[src/rtl/cpu_pkg.sv]
// rtl/cpu_pkg.sv - shared constants and types for the fetch/sequencing front end
package cpu_pkg;

  // One-hot stage phase driven to Control_unit
  localparam logic [4:0] TICK_NONE = 5'b00000;
  localparam logic [4:0] TICK_IF   = 5'b10000;
  localparam logic [4:0] TICK_ID   = 5'b01000;
  localparam logic [4:0] TICK_EX   = 5'b00100;
  localparam logic [4:0] TICK_MEM  = 5'b00010;
  localparam logic [4:0] TICK_WB   = 5'b00001;

  // Next-PC select codes returned by Control_unit
  localparam logic [2:0] PC_INC    = 3'b010;
  localparam logic [2:0] PC_BRANCH = 3'b100;
  localparam logic [2:0] PC_JUMP   = 3'b001;
  localparam logic [2:0] PC_HOLD   = 3'b000;

  // Opcode field instruction[15:12], shared with Control_unit
  localparam logic [3:0] OP_ADD    = 4'h0;
  localparam logic [3:0] OP_ADDI   = 4'h1;
  localparam logic [3:0] OP_LOAD   = 4'h2;
  localparam logic [3:0] OP_STORE  = 4'h3;
  localparam logic [3:0] OP_BEQ    = 4'hA;
  localparam logic [3:0] OP_JMP    = 4'hF;

  typedef enum logic [2:0] {
    ST_IDLE,
    ST_IF,
    ST_ID,
    ST_EX,
    ST_MEM,
    ST_WB,
    ST_HALT
  } fetch_state_t;

endpackage

[src/rtl/pc_next_unit.sv]
// rtl/pc_next_unit.sv - combinational next-PC select and illegal-code detector
module pc_next_unit
  import cpu_pkg::*;
#(
  parameter int ADDR_W = 8
) (
  input  logic [ADDR_W-1:0] pc,
  input  logic [15:0]       instruction,
  input  logic [2:0]        pc_enables,
  output logic [ADDR_W-1:0] pc_next,
  output logic              is_halt,
  output logic              is_illegal
);

  logic [31:0] pc_ext;
  logic [31:0] br_off;
  logic        unused_opcode;

  assign pc_ext        = {{(32-ADDR_W){1'b0}}, pc};
  assign br_off        = {{24{instruction[7]}}, instruction[7:0]};
  // Opcode bits are decoded by Control_unit, not here
  assign unused_opcode = ^instruction[15:12];

  // Select the next PC; all arithmetic wraps silently at ADDR_W bits
  always_comb begin
    pc_next    = ADDR_W'(pc_ext + 32'd1);
    is_halt    = 1'b0;
    is_illegal = 1'b0;
    case (pc_enables)
      PC_INC:    pc_next = ADDR_W'(pc_ext + 32'd1);
      PC_BRANCH: pc_next = ADDR_W'(pc_ext + 32'd1 + br_off);
      PC_JUMP:   pc_next = ADDR_W'(instruction[11:0]);
      PC_HOLD: begin
        pc_next = pc;
        is_halt = 1'b1;
      end
      default:   is_illegal = 1'b1;
    endcase
  end

endmodule

[src/rtl/fetch_sequencer.sv]
// rtl/fetch_sequencer.sv - instruction fetch, IR/PC ownership and stage sequencing
module fetch_sequencer
  import cpu_pkg::*;
#(
  parameter int          ADDR_W   = 8,
  parameter logic [ADDR_W-1:0] RESET_PC = '0
) (
  input  logic              clk,
  input  logic              reset,
  input  logic              run,
  output logic              imem_req,
  output logic [ADDR_W-1:0] imem_addr,
  input  logic [15:0]       imem_data,
  input  logic              imem_valid,
  input  logic [2:0]        pc_enables,
  output logic [15:0]       instruction,
  output logic [4:0]        tick,
  output logic              enable,
  output logic [ADDR_W-1:0] pc,
  output logic              halted,
  output logic              err
);

  fetch_state_t      state;
  fetch_state_t      next_state;
  logic [ADDR_W-1:0] pc_next;
  logic              is_halt;
  logic              is_illegal;

  pc_next_unit #(.ADDR_W(ADDR_W)) u_pc_next (
    .pc          (pc),
    .instruction (instruction),
    .pc_enables  (pc_enables),
    .pc_next     (pc_next),
    .is_halt     (is_halt),
    .is_illegal  (is_illegal)
  );

  // State register; reset abandons any outstanding fetch
  always_ff @(posedge clk or posedge reset) begin
    if (reset) state <= ST_IDLE;
    else       state <= next_state;
  end

  // Instruction register loads only on the IF->ID edge
  always_ff @(posedge clk or posedge reset) begin
    if (reset)                             instruction <= 16'h0000;
    else if (state == ST_IF && imem_valid) instruction <= imem_data;
  end

  // PC and sticky error update on the edge leaving WB
  always_ff @(posedge clk or posedge reset) begin
    if (reset) begin
      pc  <= RESET_PC;
      err <= 1'b0;
    end else if (state == ST_WB) begin
      pc  <= pc_next;
      err <= err | is_illegal;
    end
  end

  // Next-state logic; a started instruction always runs through WB
  always_comb begin
    next_state = state;
    case (state)
      ST_IDLE: if (run) next_state = ST_IF;
      ST_IF:   if (imem_valid) next_state = ST_ID;
      ST_ID:   next_state = ST_EX;
      ST_EX:   next_state = ST_MEM;
      ST_MEM:  next_state = ST_WB;
      ST_WB: begin
        if (is_halt)  next_state = ST_HALT;
        else if (run) next_state = ST_IF;
        else          next_state = ST_IDLE;
      end
      ST_HALT: next_state = ST_HALT;
      default: next_state = ST_IDLE;
    endcase
  end

  // Outputs decoded purely from registered state
  always_comb begin
    tick     = TICK_NONE;
    imem_req = 1'b0;
    halted   = 1'b0;
    case (state)
      ST_IF: begin
        tick     = TICK_IF;
        imem_req = 1'b1;
      end
      ST_ID:   tick = TICK_ID;
      ST_EX:   tick = TICK_EX;
      ST_MEM:  tick = TICK_MEM;
      ST_WB:   tick = TICK_WB;
      ST_HALT: halted = 1'b1;
      default: tick = TICK_NONE;
    endcase
    enable    = |tick;
    imem_addr = pc;
  end

endmodule

[config.mk]
export PLATFORM = sky130hd
export DESIGN_NAME = fetch_sequencer
export DESIGN_NICKNAME = d
export VERILOG_FILES = /design/src/rtl/cpu_pkg.sv /design/src/rtl/pc_next_unit.sv /design/src/rtl/fetch_sequencer.sv
export SDC_FILE = /design/constraint.sdc
export NUM_CORES = 1
export LEC_CHECK = 0
export BUFFER_PORTS_ARGS = -buffer_cell sky130_fd_sc_hd__buf_2
export CAP_MARGIN = 20
export CORE_MARGIN = 2
export CORE_UTILIZATION = 30
export CTS_BUF_LIST = sky130_fd_sc_hd__clkbuf_8
export DETAILED_ROUTE_END_ITERATION = 12
export GPL_TIMING_DRIVEN = 0
export MAX_ROUTING_LAYER = met4
export PLACE_DENSITY = 0.52
export SYNTH_ARGS = -nofsm -noshare
export SYNTH_HDL_FRONTEND = slang
export SYNTH_SLANG_ARGS = --single-unit
[constraint.sdc]
create_clock -name clk -period 1.9 [get_ports clk]
set_input_delay 0.285 -clock clk [delete_from_list [all_inputs] [get_ports clk]]
set_output_delay 0.285 -clock clk [all_outputs]
set_load 0.01 [all_outputs]
==> summary.md <==
| Metric | Value |
|---|---|
| Inst Count DP | `between 300 and 400` |
| Simple-gate share of the synthesized area | `~16%` |
| Synthesized Nets | `about 210` |
| # diodes | `0` |
| CTS tree | `yes` |
| Worst-Margin Slew | `~0.66 ns` |
| Skew final | `0.00198 ns` |
| DP Area | `around 2300 um2` |
| Synth area leaders | `dfrtp_1 (39%), mux2_4 (8.3%), ha_1 (5.5%)` |
| Core Region | `5890 um2` |
| Worst EP arrival | `about 2.2 ns` |
| Worst-Skew Late Latency | `0.27 ns` |
| Largest net degree at the start of global routing | `16` |
| Worst setup path class | `flip-flop to flip-flop` |
| Final Cycle Share | `106%` |
| Fillers | `592` |
| Initial drt markers | `slightly above 50` |
| Worst-path clk slew | `approximately 0.10 ns` |
| Setup violations, final | `5` |
| Rows | `28` |
| Mean Syn Cell Area | `just over 10 um2` |
| Final WS setup | `-0.105 ns` |
| CTS buffer count | `3` |
| Post-route ant nets | `0` |
| F_max | `499 MHz` |
| Max Slew Vio Count | `0` |
| Cell variety after synth | `42` |
| Post-DP HPWL | `about 3200 um` |
| Post-Synth XOR/XNOR Area | `under 10%` |
| Max-slew headroom | `between 50% and 60%` |
| Routability Congestion | `just over 0.8` |
| Startpoint Class | `flip-flop` |
| Clock sink count | `28` |
| Largest family of logic cells by synthesized area | `simple AND/OR/NAND/NOR gates` |
| CP Max Fanout | `5` |
| GRT Total Usage | `between 10 and 15%` |
| CTS Hold Bufs | `0` |
| Die ar. | `~6700 um2` |
| Post-synthesis sequential area ratio | `roughly two fifths` |
| Post-layout power | `between 5000 and 6000 uW` |
| Register area | `approximately 710 um2` |
| CTS H-tree lvls | `1` |
| Post-route minimum period | `2.01 ns` |
| Global route overflow | `0` |
| Area of the multi-input gates | `about 1100 um2` |
| Adder-Cell Fraction of Synth Area | `roughly 7.2%` |
| Nets | `between 200 and 300` |
| Post-route cell area | `roughly 2500 um2` |
| Failing checks | `setup timing` |
| Root Driver | `clkbuf_8` |
| Maximum root-to-sink buffer count | `2` |
| Worst EP required | `between 2 and 2.5 ns` |
| Drt first pass iters | `3` |
| Ports | `64` |
| Starting Density | `between 30 and 40%` |
| Post-synth EDFFs | `0` |
| Flops & latches, synth | `28` |
| Drt drc | `0` |
| Compound-Gate Fraction of Synth Area | `a little over an eighth` |
| Area grow syn2layout | `40.2%` |
| Share of layout cells above drive strength 1 | `53.8%` |
| PwrDens | `1990 nW/um2` |
| Mapped cell area | `between 1500 and 2000 um2` |
| Main synth FF type | `dfrtp_1` |
| WL per Instance | `approximately 13 um` |
| Cell taking the most area after synthesis | `dfrtp_1` |
| Core Util, Final | `43.3%` |
| Max IR drop VDD | `0.707 mV` |
| Initial antenna violation count | `0` |
| Fin cells | `335` |
| Vias in the first global route | `between 1.5k and 2k` |
| Multiplexer share of the synthesized area | `a little under an eighth` |
| Post-Synthesis Cells | `between 150 and 200` |
| First-pass GRT wire length | `between 7000 and 8000 um` |
| Port Buf Inserts | `63` |
| Die X | `81.8 um` |
| Ys Warns | `0` |
| Vias/cell | `around 4.6` |
| HP Class | `primary input to asynchronous set/reset pin` |
| Max Cap Viol | `0` |
| Setup crit end kind | `flip-flop` |
| Fraction of registers with async set or reset after synthesis | `100%` |
| Drt total wl | `between 4000 and 5000 um` |
| Yosys top cell area share | `between 30% and 40%` |
| Status | `finished, violations left` |
| Lkg Pwr | `around 0.0012 uW` |
| RSZ-0062 raised after global routing | `yes` |
| Die Ht | `approximately 80 um` |
| Place WS | `-0.175 ns` |
| DR vias | `1,547` |
| Hold Violations, Final | `0` |
[layout by cell type, fill, tap and decap left out, types with 5 or more instances in the layout]
cell type and n:
nor2_1 15, mux2_4 10, buf_4 25, dfrtp_2 5, a21oi_1 5, mux2_2 6
ha_1 5, dfrtp_1 23, buf_2 64, xnor2_1 6, o21ai_0 7, nand2_1 11
inv_1 6
[critical path, stage by stage (launching register included)]
cell     delay, ns
dfrtp_2       0.46
ha_4          0.20
xor2_1        0.14
ha_1          0.31
buf_4         0.17
a21oi_4       0.16
nand2_2       0.09
a21oi_2       0.14
xnor2_1       0.13
o22ai_1       0.08
[metrics by stage]
stage / setup TNS, ns / hold slack [ns]
floorplan: 0 / 0.350
CTS: -0.240 / 0.108
detailed placement: -0.642 / 0.418
global route: -0.884 / 0.141
global placement: -0.591 / 0.444
finish: -0.363 / 0.0850
[repair_timing]
item | in CTS | in global routing
endpoints found under the hold margin | 0 | 0
setup buffers | 14 | 1
pin swaps | 11 | 9
endpoints found under the setup margin | 5 | 6
resized for setup | 11 | 13
[metal layers]
layer  track usage [%]  share of wire (%)
met1              19.3                 48
met2              23.3                 47
met3              1.98                4.6
met4              4.00               0.52
met5                 -                  0
[state kept, by name, indices dropped and copies added (netlist names)]
| signal | flops |
|---|---|
| instruction | 16 |
| err | 1 |
| state | 3 |
| imem_addr | 8 |
[power breakdown]
| group | internal (uW) | leakage (uW) | switching, uW |
|---|---|---|---|
| logic | 1860 | 0.000859 | 1640 |
| clock network | 145 | 0.0000269 | 190 |
| registers | 898 | 0.000322 | 323 |
[kinds of logic (layout without fill, tap and decap cells)]
family,count (synthesis),count (layout)
xor gates and xnor gates,12,12
DFF,28,28
buffers and inverters,18,101
AOI/OAI and AO/OA,41,41
and+or+nand+nor,52,52
muxes,16,16
adders and majority gates,10,10
[worst paths after layout]
check                                  start         endpoint  slack, ns  depth (start not counted)
worst max-delay path            imem_addr[0]     imem_addr[7]      -0.11                          9
worst min-delay path                   reset  instruction[13]       0.09                          2
worst max register to register  imem_addr[0]     imem_addr[7]      -0.11                          9
worst min register to register           err              err       0.46                          1
max in group asynchronous              reset     imem_addr[2]       1.31                          3
min in group clk                imem_data[7]   instruction[7]       0.23                          2
[final cells by class]
cell class                      count  share of cell area, %
Timing Repair Buffer               79                   17.9
Clock buffer                        3                   1.62
Buffer                             13                   4.18
Inverter                            5                  0.737
Tap cell                           75                   3.69
Multi-Input combinational cell    131                   44.0
Clock inverter                      1                  0.147
Sequential cell                    28                   27.8
[synthesized netlist by cell type (2+ instances only)]
master and count:
a21o_1 3, a21oi_1 11, a221oi_1 4, a22oi_1 4
a31oi_1 4, and3_1 2, buf_4 10, dfrtp_1 28
ha_1 8, inv_1 5, mux2_2 6, mux2_4 10
nand2_1 12, nand3_1 4, nor2_1 15, nor3_1 3
nor3b_4 2, o21ai_0 10, o21ai_1 2, o22ai_1 2
xnor2_1 9, xor2_1 3
Power figures use the tool's default switching activity.
